==> src/rtl/bus_vr_pkg.sv <==
// Shared types and defaults for the valid/ready streaming bus blocks.
// Latency: n/a (types and constants only).
// Backpressure: n/a.
package bus_vr_pkg;

    // Default widths shared by the slice, tx and rx ends of the bus
    localparam int BUS_VR_WIDTH = 32;
    localparam int BUS_VR_LEN_W = 8;

    // Burst source state: waiting for a command, or streaming beats
    typedef enum logic [0:0] {
        IDLE = 1'b0,
        SEND = 1'b1
    } bus_vr_state_t;

endpackage

==> src/rtl/bus_vr_sat_cnt.sv <==
// Saturating up-counter with synchronous clear (clear wins over increment).
// Latency: count updates on the edge after clr/inc.
// Backpressure: none; holds at all-ones once saturated.
module bus_vr_sat_cnt #(
    parameter int W = 16
) (
    input  logic         clk,
    input  logic         rst_n,
    input  logic         i_clr,
    input  logic         i_inc,
    output logic [W-1:0] o_cnt
);

    logic [W-1:0] r_cnt;

    // Clear on request, otherwise count up and stick at all-ones
    always_ff @(posedge clk or negedge rst_n) begin
        if (!rst_n) begin
            r_cnt <= '0;
        end else if (i_clr) begin
            r_cnt <= '0;
        end else if (i_inc && (r_cnt != {W{1'b1}})) begin
            r_cnt <= r_cnt + W'(1);
        end
    end

    assign o_cnt = r_cnt;

endmodule

==> src/rtl/bus_valid_ready_burst_tx.sv <==
// Burst source: takes (start, len) command, emits len+1 incrementing beats with last marker.
// Latency: first beat valid 1 cycle after command handshake; done pulse 1 cycle after last beat.
// Backpressure: beats held stable while ready_i low; one bubble cycle between bursts.
// Optional stall counter enabled by defining BUS_VR_BURST_TX_STALL_CNT_EN.
module bus_valid_ready_burst_tx
    import bus_vr_pkg::*;
#(
    parameter int WIDTH   = BUS_VR_WIDTH,
    parameter int LEN_W   = BUS_VR_LEN_W,
    parameter int STEP    = 1,
    parameter int STALL_W = 16
) (
    input  logic               clk,
    input  logic               rst_n,
    input  logic               cmd_valid_i,
    output logic               cmd_ready_o,
    input  logic [WIDTH-1:0]   cmd_start_i,
    input  logic [LEN_W-1:0]   cmd_len_i,
    output logic               valid_o,
    input  logic               ready_i,
    output logic [WIDTH-1:0]   data_o,
    output logic               last_o,
    output logic               done_o,
    output logic [STALL_W-1:0] stall_cnt_o
);

    bus_vr_state_t    r_state;
    bus_vr_state_t    w_state_nxt;
    logic [WIDTH-1:0] r_data;
    logic [WIDTH-1:0] w_data_nxt;
    logic [LEN_W-1:0] r_remaining;
    logic [LEN_W-1:0] w_remaining_nxt;
    logic             r_valid;
    logic             w_valid_nxt;
    logic             r_last;
    logic             w_last_nxt;
    logic             r_done;
    logic             w_done_nxt;
    logic             w_cmd_acc;
    logic             w_beat_hs;

    // Command ready is a pure state decode so there is no input-to-output path
    assign cmd_ready_o = (r_state == IDLE);
    assign w_cmd_acc   = cmd_valid_i && cmd_ready_o;
    assign w_beat_hs   = r_valid && ready_i;

    // State register
    always_ff @(posedge clk or negedge rst_n) begin
        if (!rst_n) begin
            r_state <= IDLE;
        end else begin
            r_state <= w_state_nxt;
        end
    end

    // Next-state and next-output decode; everything holds unless a handshake moves it
    always_comb begin
        w_state_nxt     = r_state;
        w_data_nxt      = r_data;
        w_remaining_nxt = r_remaining;
        w_valid_nxt     = r_valid;
        w_last_nxt      = r_last;
        w_done_nxt      = 1'b0;
        unique case (r_state)
            IDLE: begin
                if (w_cmd_acc) begin
                    w_data_nxt      = cmd_start_i;
                    w_remaining_nxt = cmd_len_i;
                    w_valid_nxt     = 1'b1;
                    w_last_nxt      = (cmd_len_i == '0);
                    w_state_nxt     = SEND;
                end
            end
            SEND: begin
                if (w_beat_hs) begin
                    if (!r_last) begin
                        // remaining only decrements on non-final beats, so it bottoms out at 0
                        w_data_nxt      = r_data + WIDTH'(STEP);
                        w_remaining_nxt = r_remaining - LEN_W'(1);
                        w_last_nxt      = (r_remaining == LEN_W'(1));
                    end else begin
                        w_valid_nxt = 1'b0;
                        w_last_nxt  = 1'b0;
                        w_done_nxt  = 1'b1;
                        w_state_nxt = IDLE;
                    end
                end
            end
            default: begin
                w_state_nxt = IDLE;
            end
        endcase
    end

    // Output and datapath registers
    always_ff @(posedge clk or negedge rst_n) begin
        if (!rst_n) begin
            r_data      <= '0;
            r_remaining <= '0;
            r_valid     <= 1'b0;
            r_last      <= 1'b0;
            r_done      <= 1'b0;
        end else begin
            r_data      <= w_data_nxt;
            r_remaining <= w_remaining_nxt;
            r_valid     <= w_valid_nxt;
            r_last      <= w_last_nxt;
            r_done      <= w_done_nxt;
        end
    end

    assign valid_o = r_valid;
    assign data_o  = r_data;
    assign last_o  = r_last;
    assign done_o  = r_done;

`ifdef BUS_VR_BURST_TX_STALL_CNT_EN
    logic w_stall;
    assign w_stall = r_valid && !ready_i;

    // Stall cycles of the current burst; a new command restarts the count
    bus_vr_sat_cnt #(
        .W (STALL_W)
    ) u_stall_cnt (
        .clk   (clk),
        .rst_n (rst_n),
        .i_clr (w_cmd_acc),
        .i_inc (w_stall),
        .o_cnt (stall_cnt_o)
    );
`else
    assign stall_cnt_o = '0;
`endif

endmodule

==> config.mk <==
export PLATFORM = sky130hd
export DESIGN_NAME = bus_valid_ready_burst_tx
export DESIGN_NICKNAME = d
export VERILOG_FILES = /design/src/rtl/bus_vr_pkg.sv /design/src/rtl/bus_vr_sat_cnt.sv /design/src/rtl/bus_valid_ready_burst_tx.sv
export SDC_FILE = /design/constraint.sdc
export NUM_CORES = 1
export LEC_CHECK = 0
export ABC_AREA = 0
export CORE_UTILIZATION = 51
export CTS_BUF_LIST = sky130_fd_sc_hd__clkbuf_4 sky130_fd_sc_hd__clkbuf_8
export CTS_CLUSTER_SIZE = 16
export DETAILED_ROUTE_END_ITERATION = 10
export PLACE_DENSITY = 0.95
export SLEW_MARGIN = 5
export SYNTH_ARGS = -nofsm -noshare
export SYNTH_HDL_FRONTEND = slang
export SYNTH_HIERARCHICAL = 1
export SYNTH_SLANG_ARGS = --single-unit
==> constraint.sdc <==
create_clock -name clk -period 5.88 [get_ports clk]
set_clock_uncertainty 0.15 [all_clocks]
set_input_delay 1.176 -clock clk [delete_from_list [all_inputs] [get_ports clk]]
set_output_delay 1.176 -clock clk [all_outputs]
set_load 0.01 [all_outputs]
==> impl_metrics.tcl, run 1 <==
set metrics [dict create \
    outcome "finished, final reports clean" \
    stdcell_area_um2 3640 \
    overflow 0 \
    synth-async-reset-ratio 1.00 \
    dp_hpwl_um 5350 \
    max-cap-violations 0 \
    ys_top_cells_by_count "dfrtp_1, a21oi_1, nand2_1" \
    cts_tree "yes" \
    worst-path-max-fanout 29 \
    reg2reg_from "r_state$_DFF_PN0_" \
    syn-cell-area_um2 2820 \
    track_usage 0.275 \
    hold_buffers 0 \
    path_cells "clkdlybuf4s50_1 -> nor2b_1 -> nor2_2 -> or4_1 -> o311a_1" \
    cts_num_sinks 44 \
    detail_route.wirelength_um 7810 \
    synth_most_common_cell "dfrtp_1" \
    worstPathArrival_ps 3520 \
    synth_top_area_share 0.390 \
    tns_ps 0 \
    die_h_um 76.4 \
    worst_pin_slew_ps 1120 \
    start_kind "primary input" \
    worst-setup-path-type "primary input to register" \
    min_period_ps 3480 \
    clkTransAtPathRegs_ps 80 \
    drt_iter0_markers 398 \
    pin_count 96 \
    row_count 26 \
    synth_edf_count 0 \
    hold_path_end "data_o[27]$_DFFE_PN0P_" \
    die_w_um 76.4 \
    cts_setup_buffers 0 \
    yosysTopAreaCell "dfrtp_1" \
    clockRootBuffer "clkbuf_8" \
    final_cells 473 \
    grt_max_degree 74 \
    max_slew_margin 0.249 \
    synth-seq-cells 44 \
    finalSetupViolCount 0 \
    cpMaxStageDelayCell "nor2b_1" \
    clkLatencyLatePin_ps 300 \
    cts_made_buffers 5 \
    peakVddDrop_uv 231 \
    wire_per_inst_um 16.5 \
    cp_data_required_time_ps 5920 \
    first_pass_iters 5 \
    r2r_slack_ps 2760 \
    p_per_area_nw_per_um2 487 \
    yosys.cell_types.count 48 \
    rsz0062_at_grt "no" \
    use_met3 0.0491 \
    use_met2 0.416 \
    place_area_um2 3530 \
    timing.hold.ws_ps 421 \
    nets 449 \
    ys_warn_count 6 \
    antenna_found_initial 0 \
    busiest_layer "met2" \
    grt_pass1_vias 2625 \
    min_path_cells 1 \
    critPathCaptureType "register" \
    hp-class "register to register" \
    power_mw 1.77 \
    core_area_um2 5200 \
    ant_nets 0 \
    grt_pass1_wl_um 13000 \
    synthCells 337 \
    diodes 0 \
    final_util 0.700 \
    drcViolationCount 0 \
    cts-htree-levels 2 \
    rr_endpoint "r_remaining[3]$_DFFE_PN0P_" \
    hold_start "data_o[27]$_DFFE_PN0P_" \
    finalMaxSlewViolations 0 \
    place_ws_ps 2130 \
    ys.flop_type "dfrtp_1" \
    initial_core_util 0.542 \
    port_buffers 79 \
    syn_to_final_growth_pct 29.1 \
    hold_viol_final 0 \
    reg2regPathDepth 6 \
    grt_use_met1 0.405 \
    dieArea_um2 5830 \
    routed-via-count 2961 \
    cts-resized-gates 0 \
    yosysSeqAreaShare 0.390 \
    gp_congestion 0.835 \
    min_period_over_period 0.592 \
    clock.fmax_ghz 0.287 \
    max_stage_delay_ps 670 \
    synth_area_leaders "dfrtp_1, a21oi_1, buf_4" \
    syn_avg_cell_area_um2 8.37 \
    worst_slack_ps 2400 \
    leakage_nw 1.40 \
    drive_gt1_frac 0.0447 \
    dp_cells 465 \
    vias_per_cell 6.26 \
    cts_buffer_depth 2 \
]
[final cells by class]
| cell class | count | area [µm²] |
|---|---|---|
| Timing Repair Buffer | 81 | 801 |
| Sequential cell | 44 | 1100 |
| Multi-Input combinational cell | 263 | 1510 |
| Clock buffer | 6 | 76.3 |
| Inverter | 7 | 26.3 |
| Fill cell | 417 | 1560 |
| Clock inverter | 2 | 35.0 |
| Tap cell | 70 | 87.6 |
[state kept, by name, summed over array words and instances, names as in the netlist]
name,flops
r_state,1
valid_o,1
data_o,32
done_o,1
last_o,1
r_remaining,8
[power by group]
part / total [mW] / switching, mW / internal [mW]
registers: 0.632 / 0.196 / 0.436
clock network: 0.239 / 0.108 / 0.131
logic: 0.903 / 0.478 / 0.424
[cells by family (layout without fill, tap and decap cells)]
logic type | Yosys count | in the layout | synth area share
compound gates | 111 | 111 | 0.246
simple gates | 126 | 126 | 0.230
mux | 7 | 7 | 0.0248
buf+inv | 45 | 96 | 0.0936
flops | 44 | 44 | 0.390
other cells | 1 | 16 | 0.00133
fa+ha+maj | 3 | 3 | 0.0133
[per-layer routing]
layer	wire length, µm	part of all wire
met2	3630	0.46
met1	3330	0.43
met3	721	0.092
met5	0	0
met4	131	0.017
[worst max path at each step]
stage,slack (ps),startpoint,to,cells after the start
after global placement,2200,ready_i,data_o[24]$_DFFE_PN0P_,7
after CTS,2450,cmd_valid_i,data_o[24]$_DFFE_PN0P_,7
after floorplan,3290,ready_i,data_o[28]$_DFFE_PN0P_,7
final,2400,cmd_valid_i,data_o[18]$_DFFE_PN0P_,5
after global routing,2180,cmd_valid_i,data_o[13]$_DFFE_PN0P_,7
after detailed placement,2130,cmd_valid_i,data_o[24]$_DFFE_PN0P_,7
[worst max-delay path: cells and delay by family]
family	cells	cell delay (ps)
AOI/OAI and AO/OA	1	140
buffers and inverters	1	500
and+or+nand+nor	3	1700
[cell usage in the layout (no fill, tap or decap), types with 2 or more instances in the layout]
cell / count
a211oi_1: 2
a21oi_1: 43
a22oi_1: 4
a2bb2oi_1: 4
a311oi_1: 3
a31oi_1: 3
a41oi_1: 2
and2_1: 2
and4_1: 4
buf_4: 2
clkbuf_8: 5
clkdlybuf4s50_1: 78
conb_1: 16
dfrtp_1: 43
ha_1: 3
inv_1: 7
mux2i_1: 7
nand2_1: 35
nand2b_1: 3
nand3_1: 19
nand3b_1: 2
nand4_1: 8
nor2_1: 19
nor3_1: 10
nor4_1: 8
o21ai_0: 17
o22a_1: 5
o22ai_1: 14
o31ai_1: 4
o32ai_1: 3
o41ai_1: 2
or3_1: 3
or4_1: 4
(Power assumes the default switching activity.)
==> run 2, diff against run 1 <==
--- a/config.mk
+++ b/config.mk
@@ -6,11 +6,11 @@
 export NUM_CORES = 1
 export LEC_CHECK = 0
 export ABC_AREA = 0
-export CORE_UTILIZATION = 51
+export CORE_UTILIZATION = 47
 export CTS_BUF_LIST = sky130_fd_sc_hd__clkbuf_4 sky130_fd_sc_hd__clkbuf_8
 export CTS_CLUSTER_SIZE = 16
 export DETAILED_ROUTE_END_ITERATION = 10
-export PLACE_DENSITY = 0.95
+export PLACE_DENSITY = 0.89
 export SLEW_MARGIN = 5
 export SYNTH_ARGS = -nofsm -noshare
 export SYNTH_HDL_FRONTEND = slang
==> constraint.sdc (replaced) <==
create_clock -name clk -period 3.45 [get_ports clk]
set_clock_uncertainty 0.15 [all_clocks]
set_input_delay 0.69 -clock clk [delete_from_list [all_inputs] [get_ports clk]]
set_output_delay 0.69 -clock clk [all_outputs]
set_load 0.01 [all_outputs]
==> impl_metrics.tcl, run 2 (synthesized netlist as in run 1, its figures left out) <==
set metrics [dict create \
    outcome "finished, final reports clean" \
    cp_data_required_time_ps 3480 \
    core_area_um2 5640 \
    track_usage 0.248 \
    wire_per_inst_um 16.0 \
    worst-setup-path-type "primary input to register" \
    cpMaxStageDelayCell "nor2_2" \
    row_count 27 \
    cts-resized-gates 0 \
    min_period_ps 2580 \
    timing.hold.ws_ps 392 \
    clock.fmax_ghz 0.388 \
    cts_made_buffers 5 \
    worstPathArrival_ps 2610 \
    ant_nets 0 \
    cts-htree-levels 2 \
    grt_pass1_wl_um 12400 \
    grt_max_degree 53 \
    path_cells "clkdlybuf4s50_1 -> and4b_1 -> nor2_2 -> buf_4 -> a21oi_1 -> o2bb2a_1" \
    clockRootBuffer "clkbuf_8" \
    pwr-share-comb 0.502 \
    final_common_cell "clkdlybuf4s50_1" \
    hold_viol_final 0 \
    finalSetupViolCount 0 \
    cts_tree "yes" \
    finalMaxSlewViolations 0 \
    tns_ps 0 \
    drive_gt1_frac 0.0587 \
    fillCellCount 486 \
    syn_to_final_growth_pct 31.4 \
    min_period_over_period 0.747 \
    intPower_mw 1.75 \
    die_w_um 79.5 \
    overflow 0 \
    switching_share 0.430 \
    worst_pin_slew_ps 978 \
    detail_route.wirelength_um 7710 \
    routed-via-count 2968 \
    cts_num_sinks 44 \
    hp-class "primary input to asynchronous set/reset pin" \
    clkTransAtPathRegs_ps 90 \
    p_per_area_nw_per_um2 828 \
    grt_pass1_vias 2675 \
    seqPwrFrac 0.357 \
    cts_setup_buffers 0 \
    worst-path-max-fanout 15 \
    max_stage_delay_ps 500 \
    initial_core_util 0.500 \
    max-cap-violations 0 \
    drcViolationCount 0 \
    antenna_found_initial 0 \
    critPathCaptureType "register" \
    place_ws_ps 604 \
    critical-path-top-delay-family "simple AND/OR/NAND/NOR gates" \
    final_cell_mix "clkdlybuf4s50_1, a21oi_1, dfrtp_1" \
    clkLatencyLatePin_ps 300 \
    diodes 0 \
    largest_reg_flops 32 \
    p_sw_mw 1.32 \
    dieArea_um2 6310 \
    hold_buffers 0 \
    gp_congestion 0.849 \
    start_kind "primary input" \
    vias_per_cell 6.17 \
    drt_iter0_markers 250 \
    nets 455 \
    port_buffers 79 \
    pin_count 96 \
    cts_buffer_depth 2 \
    leakage_nw 1.44 \
    rsz0062_at_grt "no" \
    peakVddDrop_uv 447 \
    die_h_um 79.5 \
    max_slew_margin 0.348 \
    worst_slack_ps 872 \
    path_buf_inv 2 \
    pwr-share-clk 0.142 \
    first_pass_iters 5 \
    dp_hpwl_um 5450 \
]
==> run 2: final cells by class <==
class,instances,area [µm²],area share
Tap cell,72,90.1,0.0243
Multi-Input combinational cell,263,1510,0.409
Sequential cell,44,1100,0.298
Inverter,7,26.3,0.00709
Clock buffer,7,96.3,0.0260
Clock inverter,1,30.0,0.00811
Timing Repair Buffer,87,846,0.228
==> run 2: final timing paths <==
check | to | slack [ps] | startpoint | cells past startpoint
hold / removal | data_o[26]$_DFFE_PN0P_ | 390 | rst_n | 1
max in group asynchronous | r_state$_DFF_PN0_ | 2100 | rst_n | 1
setup reg to reg | data_o[23]$_DFFE_PN0P_ | 920 | data_o[2]$_DFFE_PN0P_ | 5
min in group clk | valid_o$_DFFE_PN0P_ | 390 | valid_o$_DFFE_PN0P_ | 2
setup / recovery | data_o[9]$_DFFE_PN0P_ | 870 | ready_i | 6
hold reg to reg | valid_o$_DFFE_PN0P_ | 390 | valid_o$_DFFE_PN0P_ | 2
==> run 2: power by group through the flow <==
stage | logic [mW] | registers (mW) | clock network, mW
after floorplan | 0.885 | 1.08 | 0
after global placement | 1.47 | 1.07 | 0
after detailed placement | 1.52 | 1.09 | 0
after CTS | 1.54 | 1.08 | 0.438
after global routing | 1.69 | 1.14 | 0.458
final | 1.54 | 1.09 | 0.434
==> run 2: metal layers <==
metal  vias up  global-route usage  routed length (µm)
li1       1383                   -                   -
met1      1408               0.333                3310
met2       161               0.405                3760
met3        16              0.0400                 514
met4         0              0.0818                 119
met5         -                   0                   0
==> run 2: through the flow <==
| stage | cells | power (mW) | utilization | area, µm² |
|---|---|---|---|---|
| after floorplan | 352 | 1.97 | - | 2880 |
| after global placement | 473 | 2.54 | 0.634 | 3580 |
| after detailed placement | 473 | 2.61 | 0.634 | 3580 |
| after CTS | 481 | 3.06 | 0.657 | 3700 |
| after global routing | 481 | 3.29 | 0.657 | 3700 |
| final | 481 | 3.07 | 0.657 | 3700 |
